File: config.mk
export PLATFORM = sky130hd
export DESIGN_NAME = pipe_skid_stage
export DESIGN_NICKNAME = d
export VERILOG_FILES = /design/src/rtl/pipe_pkg.sv /design/src/rtl/pipe_data_reg.sv /design/src/rtl/pipe_skid_stage.sv
export SDC_FILE = /design/constraint.sdc
export NUM_CORES = 1
export LEC_CHECK = 0
export ABC_AREA = 1
export BUFFER_PORTS_ARGS = -buffer_cell sky130_fd_sc_hd__buf_4
export CORE_UTILIZATION = 55
export DETAILED_ROUTE_END_ITERATION = 7
export GPL_ROUTABILITY_DRIVEN = 0
export GPL_TIMING_DRIVEN = 0
export HOLD_SLACK_MARGIN = 0.1
export PLACE_DENSITY = 0.84
export SYNTH_ARGS = -nofsm -noshare
export SYNTH_HDL_FRONTEND = slang
export SYNTH_SLANG_ARGS = --single-unit
export TNS_END_PERCENT = 5
File: constraint.sdc
create_clock -name clk -period 3.26 [get_ports clk]
set_input_delay 0.163 -clock clk [delete_from_list [all_inputs] [get_ports clk]]
set_output_delay 0.163 -clock clk [all_outputs]
set_load 0.1 [all_outputs]
File: src/rtl/pipe_pkg.sv
// rtl/pipe_pkg.sv - shared constants and state encoding for the skid stage
//
// Purpose : default payload widths and the EMPTY/HALF/FULL state encoding.
//           The state value doubles as the occupancy count, so the encoding
//           must stay 0/1/2.
// Ports   : none (package)

package pipe_pkg;

   localparam int DATA_W_DEF = 32;
   localparam int CTRL_W_DEF = 8;

   typedef logic [1:0] state_t;

   localparam state_t ST_EMPTY = 2'd0;
   localparam state_t ST_HALF  = 2'd1;
   localparam state_t ST_FULL  = 2'd2;

endpackage

File: src/rtl/pipe_data_reg.sv
// rtl/pipe_data_reg.sv - width-parametrised payload register
//
// Purpose : holds one {ctrl, data} entry of the skid stage.
//           Synchronous clear wins over load so a flush always empties it.
// Ports   : clk     - clock, rising edge
//           rst     - asynchronous active-high reset, forces q_o to zero
//           load_i  - capture d_i on the next rising edge
//           clear_i - zero the register on the next rising edge
//           d_i     - next payload
//           q_o     - held payload

module pipe_data_reg #(
   parameter int W = 40
) (
   input  logic         clk,
   input  logic         rst,
   input  logic         load_i,
   input  logic         clear_i,
   input  logic [W-1:0] d_i,
   output logic [W-1:0] q_o
);

   logic [W-1:0] data_q;

   always_ff @(posedge clk or posedge rst) begin
      if (rst) begin
         data_q <= '0;
      end else if (clear_i) begin
         data_q <= '0;
      end else if (load_i) begin
         data_q <= d_i;
      end
   end

   assign q_o = data_q;

endmodule

File: src/rtl/pipe_skid_stage.sv
// rtl/pipe_skid_stage.sv - two-entry skid buffer pipeline stage
//
// Purpose : registered valid/ready pipeline stage with a skid register so
//           in_ready depends on registered state only, while still moving
//           one instruction per cycle when downstream never stalls.
// Ports   : clk, rst          - clock and asynchronous active-high reset
//           in_valid/in_ready - upstream handshake (in_ready is registered)
//           in_data, in_ctrl  - upstream datapath and control payload
//           flush             - synchronous kill of every held instruction
//           out_valid/out_ready - downstream handshake
//           out_data, out_ctrl  - payload of the oldest held instruction
//           occupancy         - number of held entries, 0..2

module pipe_skid_stage
   import pipe_pkg::*;
#(
   parameter int DATA_W = DATA_W_DEF,
   parameter int CTRL_W = CTRL_W_DEF
) (
   input  logic              clk,
   input  logic              rst,
   input  logic              in_valid,
   output logic              in_ready,
   input  logic [DATA_W-1:0] in_data,
   input  logic [CTRL_W-1:0] in_ctrl,
   input  logic              flush,
   output logic              out_valid,
   input  logic              out_ready,
   output logic [DATA_W-1:0] out_data,
   output logic [CTRL_W-1:0] out_ctrl,
   output logic [1:0]        occupancy
);

   localparam int PW = DATA_W + CTRL_W;

   state_t state_q;
   state_t state_d;

   logic in_fire;
   logic out_fire;

   logic          main_load;
   logic          main_clr;
   logic          main_from_skid;
   logic          skid_load;
   logic          skid_clr;
   logic [PW-1:0] main_d;
   logic [PW-1:0] main_q;
   logic [PW-1:0] skid_q;

   // Handshake decode straight from the state register; out_ready never
   // reaches in_ready.
   assign in_ready  = (state_q != ST_FULL);
   assign out_valid = (state_q != ST_EMPTY);

   assign in_fire  = in_valid & in_ready;
   assign out_fire = out_valid & out_ready;

   always_comb begin
      state_d        = state_q;
      main_load      = 1'b0;
      main_clr       = 1'b0;
      main_from_skid = 1'b0;
      skid_load      = 1'b0;
      skid_clr       = 1'b0;

      if (flush) begin
         // An out_fire this cycle has already been consumed downstream;
         // an in_fire this cycle is simply dropped.
         state_d  = ST_EMPTY;
         main_clr = 1'b1;
         skid_clr = 1'b1;
      end else begin
         case (state_q)
            ST_EMPTY: begin
               if (in_fire) begin
                  state_d   = ST_HALF;
                  main_load = 1'b1;
               end
            end

            ST_HALF: begin
               if (in_fire && !out_fire) begin
                  state_d   = ST_FULL;
                  skid_load = 1'b1;
               end else if (out_fire && !in_fire) begin
                  // Zero the main register so a bubble presents all-zero
                  // control and can never trigger a register write.
                  state_d  = ST_EMPTY;
                  main_clr = 1'b1;
               end else if (in_fire && out_fire) begin
                  main_load = 1'b1;
               end
            end

            ST_FULL: begin
               if (out_fire) begin
                  state_d        = ST_HALF;
                  main_load      = 1'b1;
                  main_from_skid = 1'b1;
                  skid_clr       = 1'b1;
               end
            end

            default: begin
               // Unreachable encoding: recover to a clean empty stage.
               state_d  = ST_EMPTY;
               main_clr = 1'b1;
               skid_clr = 1'b1;
            end
         endcase
      end
   end

   always_ff @(posedge clk or posedge rst) begin
      if (rst) begin
         state_q <= ST_EMPTY;
      end else begin
         state_q <= state_d;
      end
   end

   assign main_d = main_from_skid ? skid_q : {in_ctrl, in_data};

   pipe_data_reg #(
      .W (PW)
   ) u_main_reg (
      .clk     (clk),
      .rst     (rst),
      .load_i  (main_load),
      .clear_i (main_clr),
      .d_i     (main_d),
      .q_o     (main_q)
   );

   pipe_data_reg #(
      .W (PW)
   ) u_skid_reg (
      .clk     (clk),
      .rst     (rst),
      .load_i  (skid_load),
      .clear_i (skid_clr),
      .d_i     ({in_ctrl, in_data}),
      .q_o     (skid_q)
   );

   // The main register is zero whenever the stage is empty, so the outputs
   // can be driven from it directly.
   assign out_data  = main_q[DATA_W-1:0];
   assign out_ctrl  = main_q[PW-1:DATA_W];
   assign occupancy = state_q;

endmodule

# Word level (Yosys, flattened, before mapping)
# Cells that the tools add are included.
dict set report word_totals {
  elab_cells 52
  regBits 82
  out_inout_bits 44
}
dict set report op_classes {
  n_bitwise 2
  n_eq_ne 6
  reduce_logical 12
  muxes 29
}
# cell n
set op_table {}
lappend op_table {{$mux 40} 5}
lappend op_table {{$mux 1} 15}
lappend op_table {{$mux 2} 5}
lappend op_table {{$ne 3x3->1 const B} 2}
lappend op_table {{$pmux 2 s3} 1}
lappend op_table {{$reduce_bool 2->1} 3}
lappend op_table {{$ne 4x4->1 const B} 1}
lappend op_table {{$pmux 1 s2} 2}
lappend op_table {{$reduce_or 2->1} 2}
lappend op_table {{$logic_and 1x1->1} 3}
lappend op_table {{$pmux 1 s3} 1}
lappend op_table {{$reduce_and 3->1} 1}
lappend op_table {{$and 1x1->1} 2}
lappend op_table {{$eq 2x1->1 const B} 1}
lappend op_table {{$eq 2x2->1 const B} 1}
lappend op_table {{$logic_not 1->1} 2}
lappend op_table {{$logic_not 2->1} 1}
lappend op_table {{$ne 2x2->1 const B} 1}

# Depth between registers and ports, before layout
# Gate-level depths: netlist of the first run.
dict set report logic_depth {
  depth_word 10
  mapped_depth 8
}

# Cells and area by module
# From an unflattened synthesis of the first run, not the netlist that was laid out.
dict set report unflattened {
  cells_unflattened 520
  hier_area_um2 4075.2
}
# module seq_area_each_um2 area_per_inst_um2 instances cells_per_inst
set by_module_without_submodules {}
lappend by_module_without_submodules {pipe_data_reg 1001.0 1641.6 2 176}
lappend by_module_without_submodules {pipe_skid_stage 50.0 792.0 1 168}

# Worst setup path before layout of the first run
# No wires, ideal clock.
dict set report synth_path {
  path_type {register to register}
  start {reg state_q[1] (netlist: occupancy[1])}
  end {reg u_main_reg.data_q[0] (netlist: u_main_reg.q_o[0])}
  t_arrival_ns 2.624
  setup_slack_ns 0.512
  synth_period_minus_slack_ns 2.748
  path_buffers 1
  stages_incl_launch_ff 7
  cell_sequence {dfrtp_1 > nand2_1 > nand2_1 > nand3_1 > buf_2 > nand4_1 > nand2_1}
}
dict set report synth_between {
  elab_chain_len 9
}
# element line_no
set synth_rtl {}
lappend synth_rtl {{start: declaration} pipe_skid_stage.sv:36} ;# state_t state_q;
lappend synth_rtl {{start signal: assignment} pipe_skid_stage.sv:119} ;# state_q <= state_d;
lappend synth_rtl {{$ne 2x2->1 *} pipe_skid_stage.sv:53} ;# assign in_ready = (state_q != ST_FULL);
lappend synth_rtl {{net in_ready} pipe_skid_stage.sv:23} ;# output logic in_ready,
lappend synth_rtl {{$and 1x1->1 *} pipe_skid_stage.sv:56} ;# assign in_fire = in_valid & in_ready;
lappend synth_rtl {{$logic_and 1x1->1 or $logic_not 1->1 (tied branches)} {pipe_skid_stage.sv:91, pipe_skid_stage.sv:86}}
lappend synth_rtl {{$mux 1 or $logic_and 1x1->1 (tied branches)} {pipe_skid_stage.sv:91, pipe_skid_stage.sv:86}}
lappend synth_rtl {{$mux 1} pipe_skid_stage.sv:86} ;# end else if (out_fire && !in_fire) begin
lappend synth_rtl {{$mux 1} pipe_skid_stage.sv:83} ;# if (in_fire && !out_fire) begin
lappend synth_rtl {{$pmux 1 s3 or $pmux 1 s2 (tied branches)} pipe_skid_stage.sv:74} ;# case (state_q)
lappend synth_rtl {{$mux 1} pipe_skid_stage.sv:67} ;# if (flush) begin
lappend synth_rtl {{$reduce_bool 2->1 (no line) or $mux 40 (tied branches)} n/a}
lappend synth_rtl {{end signal: assignment} pipe_data_reg.sv:31} ;# data_q <= d_i;
lappend synth_rtl {{end: declaration} pipe_data_reg.sv:23} ;# logic [W-1:0] data_q;
# Mark *: on every way through the listed nets, which the timed path passes. The rest lies on a longest branch. The select of a mux whose other input is x is not followed.
# A chain may end at the register's enable or synchronous reset.

# Worst setup path after layout of the first run
dict set report layout_path {
  start {reg state_q[0] (netlist: occupancy[0])}
  end {reg u_main_reg.data_q[27] (netlist: u_main_reg.q_o[27])}
}
dict set report layout_between {
  elab_chain_len 9
}
# element line_no
set layout_rtl {}
lappend layout_rtl {{$ne 2x2->1 or $reduce_bool 2->1 (tied branches)} {pipe_skid_stage.sv:53, pipe_skid_stage.sv:54}}
lappend layout_rtl {{$and 1x1->1, on equally long branches} {pipe_skid_stage.sv:56, pipe_skid_stage.sv:57}}
lappend layout_rtl {{$logic_and 1x1->1 or $logic_not 1->1 (tied branches)} {pipe_skid_stage.sv:91, pipe_skid_stage.sv:86}}
lappend layout_rtl {{$mux 1 or $logic_and 1x1->1 (tied branches)} {pipe_skid_stage.sv:91, pipe_skid_stage.sv:86}}
lappend layout_rtl {{$mux 1} pipe_skid_stage.sv:86}
lappend layout_rtl {{$mux 1} pipe_skid_stage.sv:83}
lappend layout_rtl {{$pmux 1 s3 or $pmux 1 s2 (tied branches)} pipe_skid_stage.sv:74}
lappend layout_rtl {{$mux 1} pipe_skid_stage.sv:67}
lappend layout_rtl {{$reduce_bool 2->1 (no line) or $mux 40 (tied branches)} n/a}
# Parallel ways exist; a longest one is shown, timed or not. The select of a mux whose other input is x is not followed.

==> results of run 1 <==
final cells by class:
type	count	area (µm²)
plain buffers	36	165
clock buffers	12	145
clock inverters	3	40.0
fillers	497	1510
inverters	45	171
multi-input cells	346	1520
flip-flops and latches	82	2050
well taps	96	120
repair buffers	131	1110
cells in the final DEF, fill, tap and decap left out:
cell type and n:
nand2_1 211, buf_4 88, dfrtp_1 82, nand3_1 43
inv_1 42, nand4_1 42, dlygate4sd3_1 42, o21ai_0 41
buf_2 24, clkbuf_1 14, clkbuf_8 10, nor2_1 6
inv_2 2, clkinv_2 2, a21oi_1 1, o21a_1 1
inv_4 1, o31ai_1 1, bufinv_16 1, buf_16 1
power by group:
group          internal [µW]  switching [µW]  leakage (µW)
Clock                    369             345     0.0000962
Combinational            183             521       0.00168
Sequential              1070            36.0       0.00112
Total                   1620             902       0.00290
logic make-up (layout without fill, tap and decap cells):
logic type	after synthesis	count (layout)	share of synthesized area, %
AOI/OAI and AO/OA	44	44	5.77
buffers and inverters	81	227	8.56
DFF	82	82	52.6
and+or+nand+nor	302	302	33.1
worst min path at each step:
stage               slack [ns]        from                 end  cells past startpoint
floorplan                 0.26       flush        occupancy[1]                      1
global placement          0.38  in_ctrl[2]  u_skid_reg.q_o[34]                      3
detailed placement        0.18         rst  u_skid_reg.q_o[28]                      2
CTS                       0.18    in_valid        occupancy[0]                      4
global route              0.22    in_valid        occupancy[0]                      4
finish                    0.20    in_valid        occupancy[0]                      4
through the flow:
step           hold slack [ns]  power [µW]  instance area, µm²  setup slack, ns
2_1_floorplan            0.264        1600                3900            0.512
3_3_place_gp             0.376        1770                4680           0.0444
3_5_place_dp             0.185        1780                4710             1.53
4_1_cts                  0.181        2530                5320             1.50
5_1_grt                  0.225        2620                5320             1.34
6_report                 0.195        2530                5320             1.45
flip-flops by register name (all words and copies together) (netlist names):
register and flops:
u_main_reg.q_o 40, occupancy 2, u_skid_reg.q_o 40
critical path: stages (launching register included):
cell,delay [ns]
dfrtp_1,0.48
inv_2,0.09
nand2_1,0.13
nand2_1,0.09
nand2_1,0.15
nor2_1,0.34
buf_2,0.30
nand2_1,0.09
nand2_1,0.07
per-layer routing:
layer	global-route usage, %	up-vias	routed length, µm	part of all wire, %
met5	0	-	0	0
met2	47.9	164	5190	49
met1	39.4	1885	4460	42
met3	4.76	29	624	5.9
li1	-	1912	-	-
met4	14.5	0	275	2.6
synthesized netlist by cell type, drive strengths merged:
library cell / instances
nand2: 211
dfrtp: 82
inv: 45
nand3: 43
nand4: 42
o21ai: 41
buf: 24
clkbuf: 12
nor2: 6
a21oi: 1
o21a: 1
o31ai: 1
==> qor.csv, run 1 <==
stage,metric,value,unit
run_status,status,completed,
timing,Final Cycle Share,55.6,%
worst_hold_path,Hold Crit Class,in -> reg,
die,Die Height,86.2,µm
grt,number of global-route vias before repair,3727,
place,Post-DP HPWL,6710,µm
pwr,Peak VDD IR,0.303,mV
clock_network,Root Buffer,clkbuf_8,
clock_network,clk slew on worst S/H paths,0.07,ns
job,max_cap viols,0,
synth,"Avg Cell Area, Syn",7.67,µm²
timing,final hold vios,0,
layout,Layout Cells excl Fill,751,
detailed_routing,drt via density,5.31,
timing,setup tns final,0,ns
synth,Cells after Synth,509,
pwr,P_leak,0.00290,µW
worst_setup_path,CP arrival,2.09,ns
synth,Synth top area share,52.6,%
place,port bufs,88,
worst_setup_path,Worst EP required,3.54,ns
die,Core ar.,6830,µm²
detailed_routing,drt pass-1 iters,5,
grt,gr usage total,29.7,%
worst_setup_path,"setup slack, reg-to-reg",1.45,ns
clock_network,post_cts resized,0,
synth,synth unique cells,13,
layout,diode count,0,
synth,"FF+latch count, synth",82,
layout,share of cells above drive strength 1,19.7,%
clock_network,CTS buffer count,9,
clock_network,worst-case clock buffer depth,2,
timing,fmax,552,MHz
timing,fin crit period,1.81,ns
detailed_routing,Vias,3990,
worst_setup_path,Worst Setup SP,occupancy[0],
worst_setup_path,FF-to-FF Start,occupancy[0],
grt,pin count of the biggest net entering global routing,55,
clock_network,CTS tree,yes,
synth,syn_nets,554,
timing,clock skew,0.00844,ns
die,DIE WIDTH,86.2,µm
clock_network,CTS H-Tree Depth,3,
timing,final setup vio count,0,
detailed_routing,drc violations,0,
worst_setup_path,Crit Reg-Reg Endpoint,u_main_reg.q_o[27],
worst_setup_path,crit end category,register,
synth,largest cells by area after synthesis,"dfrtp_1 53%, nand2_1 20%, nand4_1 6.7%, nand3_1 5.5%, o21ai_0 5.3%",
worst_setup_path,Worst Path Max Fanout,10,
clock_network,worst skew pair latency,0.34,ns
detailed_routing,total wire length,10600,µm
synth,sequential share of the synthesized area,52.6,%
worst_setup_path,critical path class,reg -> reg,
die,Starting Density,57.1,%
detailed_routing,Detailed Route Iter0 Violations,292,
detailed_routing,post-route ant nets,0,
detailed_routing,routed len/inst,14.0,µm
pwr,P per Cell Area,475,nW/µm²
die,Row Count,30,
timing,worst-margin pin slew,0.531,ns
synth,post-synth top area cell,dfrtp_1,
clock_network,setup bufs post-CTS,0,
layout,"Core Util, Final",77.9,%
synth,Ys Warns,0,
clock_network,Clock Sinks,82,
timing,Max transition margin,64.6,%
synth,synthesized area,3900,µm²
grt,remaining global-route overflow,0,
die,IO Count,89,
worst_setup_path,Worst R2R Path Depth,8,
clock_network,Post-CTS Hold Buffers,42,
worst_setup_path,type of origin of the critical path,register,
layout,nets,696,
layout,synthesis-to-layout area growth,36.3,%
die,die area,7440,µm²
worst_setup_path,Setup crit end,u_main_reg.q_o[27],
grt,antenna violations before repair,0,
place,Placed Cells,694,
grt,first-pass GRT wire length,17200,µm
timing,Final Max Slew Viols,0,
timing,RSZ-0062 raised after global routing,false,
No activity file was read; power rests on OpenSTA's default activity.
==> run 2, diff against run 1 <==
- ABC_AREA: 1 -> 0
- CORE_UTILIZATION: 55 -> 48
- PLACE_DENSITY: 0.84 -> 0.79
- clock period: 3.26 -> 1.6 ns (I/O delays scaled with it)
==> run 2 against run 1 <==
Final cell count shrank 29%. Non-clock buffer count shrank 10. Clock skew grew 0.0016 ns. Combinational power grew 110%. Area after synthesis shrank 9.1%. Global-route usage shrank 6.2 points. Critical path type is now in -> reg. Largest cell class unchanged.
==> qor.csv, run 2 <==
stage,metric,value,unit,change
layout,synthesis-to-layout area growth,44.0,%,
pwr,P per Cell Area,1090,nW/µm²,+130%
clock_network,CTS buffer count,9,,unchanged
synth,Post-synth EDFFs,0,,unchanged
synth,most frequent cell after synthesis,dfrtp_1,,
synth,Ys Warns,0,,unchanged
timing,final setup vio count,0,,unchanged
die,die area,7740,µm²,+4.1%
timing,Final Max Slew Viols,0,,unchanged
grt,number of global-route vias before repair,2911,,-22%
synth,Compound-Gate Fraction of Synth Area,19.1,%,+13 points
worst_setup_path,critical path class,in -> reg,,
synth,simple-gate share of the synthesized area,7.09,%,-26 points
pwr,Power Internal,3700,µW,+130%
clock_network,worst-case clock buffer depth,2,,unchanged
grt,first-pass GRT wire length,13800,µm,-20%
timing,fin crit period,1.56,ns,
pwr,switching power,1850,µW,+110%
detailed_routing,Detailed Route Iter0 Violations,106,,-64%
layout,"most common cell after layout, fill and taps aside",buf_4,,
timing,worst-margin pin slew,0.900,ns,+0.370 ns
synth,main combinational cell family by area after synthesis,compound AO/OA/AOI/OAI gates,,
die,Starting Density,50.8,%,-6.3 points
pwr,Seq pwr share,40.7,%,-3.1 points
die,Row Count,30,,unchanged
run_status,status,completed,,
die,Core ar.,6980,µm²,+2.2%
pwr,Net Sw Frac,33.4,%,-2.4 points
timing,Max transition margin,39.9,%,-25 points
pwr,Peak VDD IR,0.593,mV,+96%
layout,"Core Util, Final",73.2,%,-4.7 points
worst_setup_path,critical path's slowest cell,dlygate4sd3_1,,
die,IO Count,89,,unchanged
synth,largest cells by area after synthesis,"dfrtp_1 58%, mux2i_1 11%, a22o_1 9.9%, nand2_1 4.4%, o21ai_2 3.7%",,
synth,sequential share of the synthesized area,57.8,%,+5.3 points
clock_network,worst skew pair latency,0.35,ns,about the same
detailed_routing,post-route ant nets,0,,unchanged
worst_setup_path,Worst Path Max Fanout,10,,unchanged
clock_network,Root Buffer,clkbuf_8,,
grt,antenna violations before repair,0,,unchanged
synth,multiplexer share of the synthesized area,11.3,%,+11 points
grt,remaining global-route overflow,0,,unchanged
detailed_routing,drc violations,0,,unchanged
grt,gr usage total,23.5,%,-6.2 points
layout,highest-count cells in the layout ignoring fill and taps,"96 x buf_4, 80 x dfrtp_1, 43 x dlygate4sd3_1, 40 x a22o_1, 40 x nand2_1",,
grt,pin count of the biggest net entering global routing,43,,-22%
pwr,Clk pwr share,32.6,%,+4.3 points
clock_network,CTS tree,yes,,
detailed_routing,routed len/inst,15.6,µm,+11%
job,max_cap viols,0,,unchanged
synth,Synth Area in Adders,0,%,unchanged
clock_network,CTS H-Tree Depth,3,,unchanged
layout,share of cells above drive strength 1,35.9,%,+16 points
synth,synthesized area,3550,µm²,-9.1%
pwr,P_leak,0.00238,µW,-18%
timing,clock skew,0.0100,ns,+0.00160 ns
timing,RSZ-0062 raised after global routing,true,,
timing,Final Cycle Share,97.7,%,
synth,"Top FF cell, synth",dfrtp_1,,
synth,Synth top cells by count,"82 x dfrtp_1, 42 x nand2_1, 40 x a22o_1, 40 x mux2i_1, 15 x o21ai_2",,
detailed_routing,drt via density,5.21,,-2.0%
synth,post-synth top area cell,dfrtp_1,,
place,Post-DP HPWL,5060,µm,-25%
detailed_routing,total wire length,8380,µm,-21%
die,DIE WIDTH,88.0,µm,+2.0%
worst_setup_path,crit end category,register,,
clock_network,clk slew on worst S/H paths,0.09,ns,+0.02 ns
worst_hold_path,Hold Crit Class,in -> reg,,
detailed_routing,Vias,2790,,-30%
worst_setup_path,type of origin of the critical path,input port,,
die,Die Height,88.0,µm,+2.0%
synth,synth unique cells,27,,+14
timing,fmax,640,MHz,
place,port bufs,88,,unchanged
pwr,Gate power share,26.7,%,-1.2 points
worst_setup_path,biggest cell delay along the critical path,0.56,ns,+0.08 ns
synth,"FFs w/ async S/R, synth",100,%,unchanged
timing,final hold vios,0,,unchanged
detailed_routing,drt pass-1 iters,4,,-1
clock_network,Clock Sinks,82,,unchanged
pwr,total power,5550,µW,+120%
worst_setup_path,crit-path cells,dlygate4sd3_1 > buf_4 > or2_1 > nor3_2 > buf_2 > a22o_1,,
synth,syn_nets,333,,-40%
worst_setup_path,CP arrival,1.85,ns,-0.24 ns
synth,Synth top area share,57.8,%,+5.3 points
layout,diode count,0,,unchanged
synth,Synth Area in XOR/XNOR,0.247,%,+0.25 points
synth,Cells after Synth,288,,-43%
synth,"FF+latch count, synth",82,,unchanged
synth,"Avg Cell Area, Syn",12.3,µm²,+61%
worst_setup_path,Worst EP required,1.89,ns,-1.65 ns
layout,nets,480,,-31%
==> run 2: worst max-delay path, delay by kind of cell <==
family | cells | cell delay [ns]
buffers and inverters | 3 | 1.04
and+or+nand+nor | 2 | 0.56
AOI/OAI and AO/OA | 1 | 0.18
==> run 2: through the flow <==
stage	area, µm²	setup slack [ns]	cells	TNS, ns	hold slack, ns
finish	5110	0.0369	536	0	0.181
global placement	4340	-0.189	472	-1.18	0.299
floorplan	3560	-0.299	288	-11.89	0.143
CTS	5090	0.0148	536	0	0.162
detailed placement	4360	-0.0802	473	-1.47	0.302
global route	5110	-0.0236	536	-0.336	0.194
==> run 2: cell families after synthesis <==
kind of cell	Yosys count
compound gates	87
buf+inv	23
xor+xnor	1
simple gates	55
flops	82
mux	40
==> run 2: power groups by stage <==
stage          sequential, µW  combinational [µW]  clock [µW]
2_1_floorplan            2970                 327           0
3_3_place_gp             2290                1350           0
3_5_place_dp             2300                1370           0
4_1_cts                  2260                1480        1840
5_1_grt                  2270                1550        1900
6_report                 2260                1480        1810
==> run 2: final timing paths <==
| path | from | end | slack [ns] | cells past startpoint |
|---|---|---|---|---|
| worst max-delay path | flush | u_skid_reg.q_o[9] | 0.04 | 6 |
| worst min-delay path | in_valid | occupancy[0] | 0.18 | 4 |
| worst max register to register | occupancy[0] | u_main_reg.q_o[23] | 0.05 | 6 |
| worst min register to register | u_main_reg.q_o[13] | u_main_reg.q_o[13] | 0.48 | 2 |
| max in group asynchronous | rst | occupancy[0] | 0.43 | 4 |
| min in group asynchronous | rst | u_main_reg.q_o[36] | 0.48 | 3 |
==> run 2: per-layer routing <==
metal	global-route usage (%)	share of wire, %
met5	0	0
met1	30.2	46
met2	38.8	48
met3	4.15	4.4
met4	10.9	2.0
==> run 2: what timing repair did <==
action,4_1_cts,5_1_grt
gates resized for setup,4,5
gates cloned,1,0
setup buffers,4,0
pin swaps,2,1
setup endpoints to repair,80,67
hold buffers,43,0
hold endpoints to repair,122,0
==> run 2: cell type report <==
| type | instances | area, µm² |
|---|---|---|
| buffer | 20 | 150 |
| clock buffer | 11 | 141 |
| clock inverter | 5 | 103 |
| fill | 511 | 1870 |
| inverter | 2 | 11.3 |
| multi-input combinational | 183 | 1350 |
| sequential | 82 | 2060 |
| tap | 96 | 120 |
| timing repair buffer | 137 | 1180 |
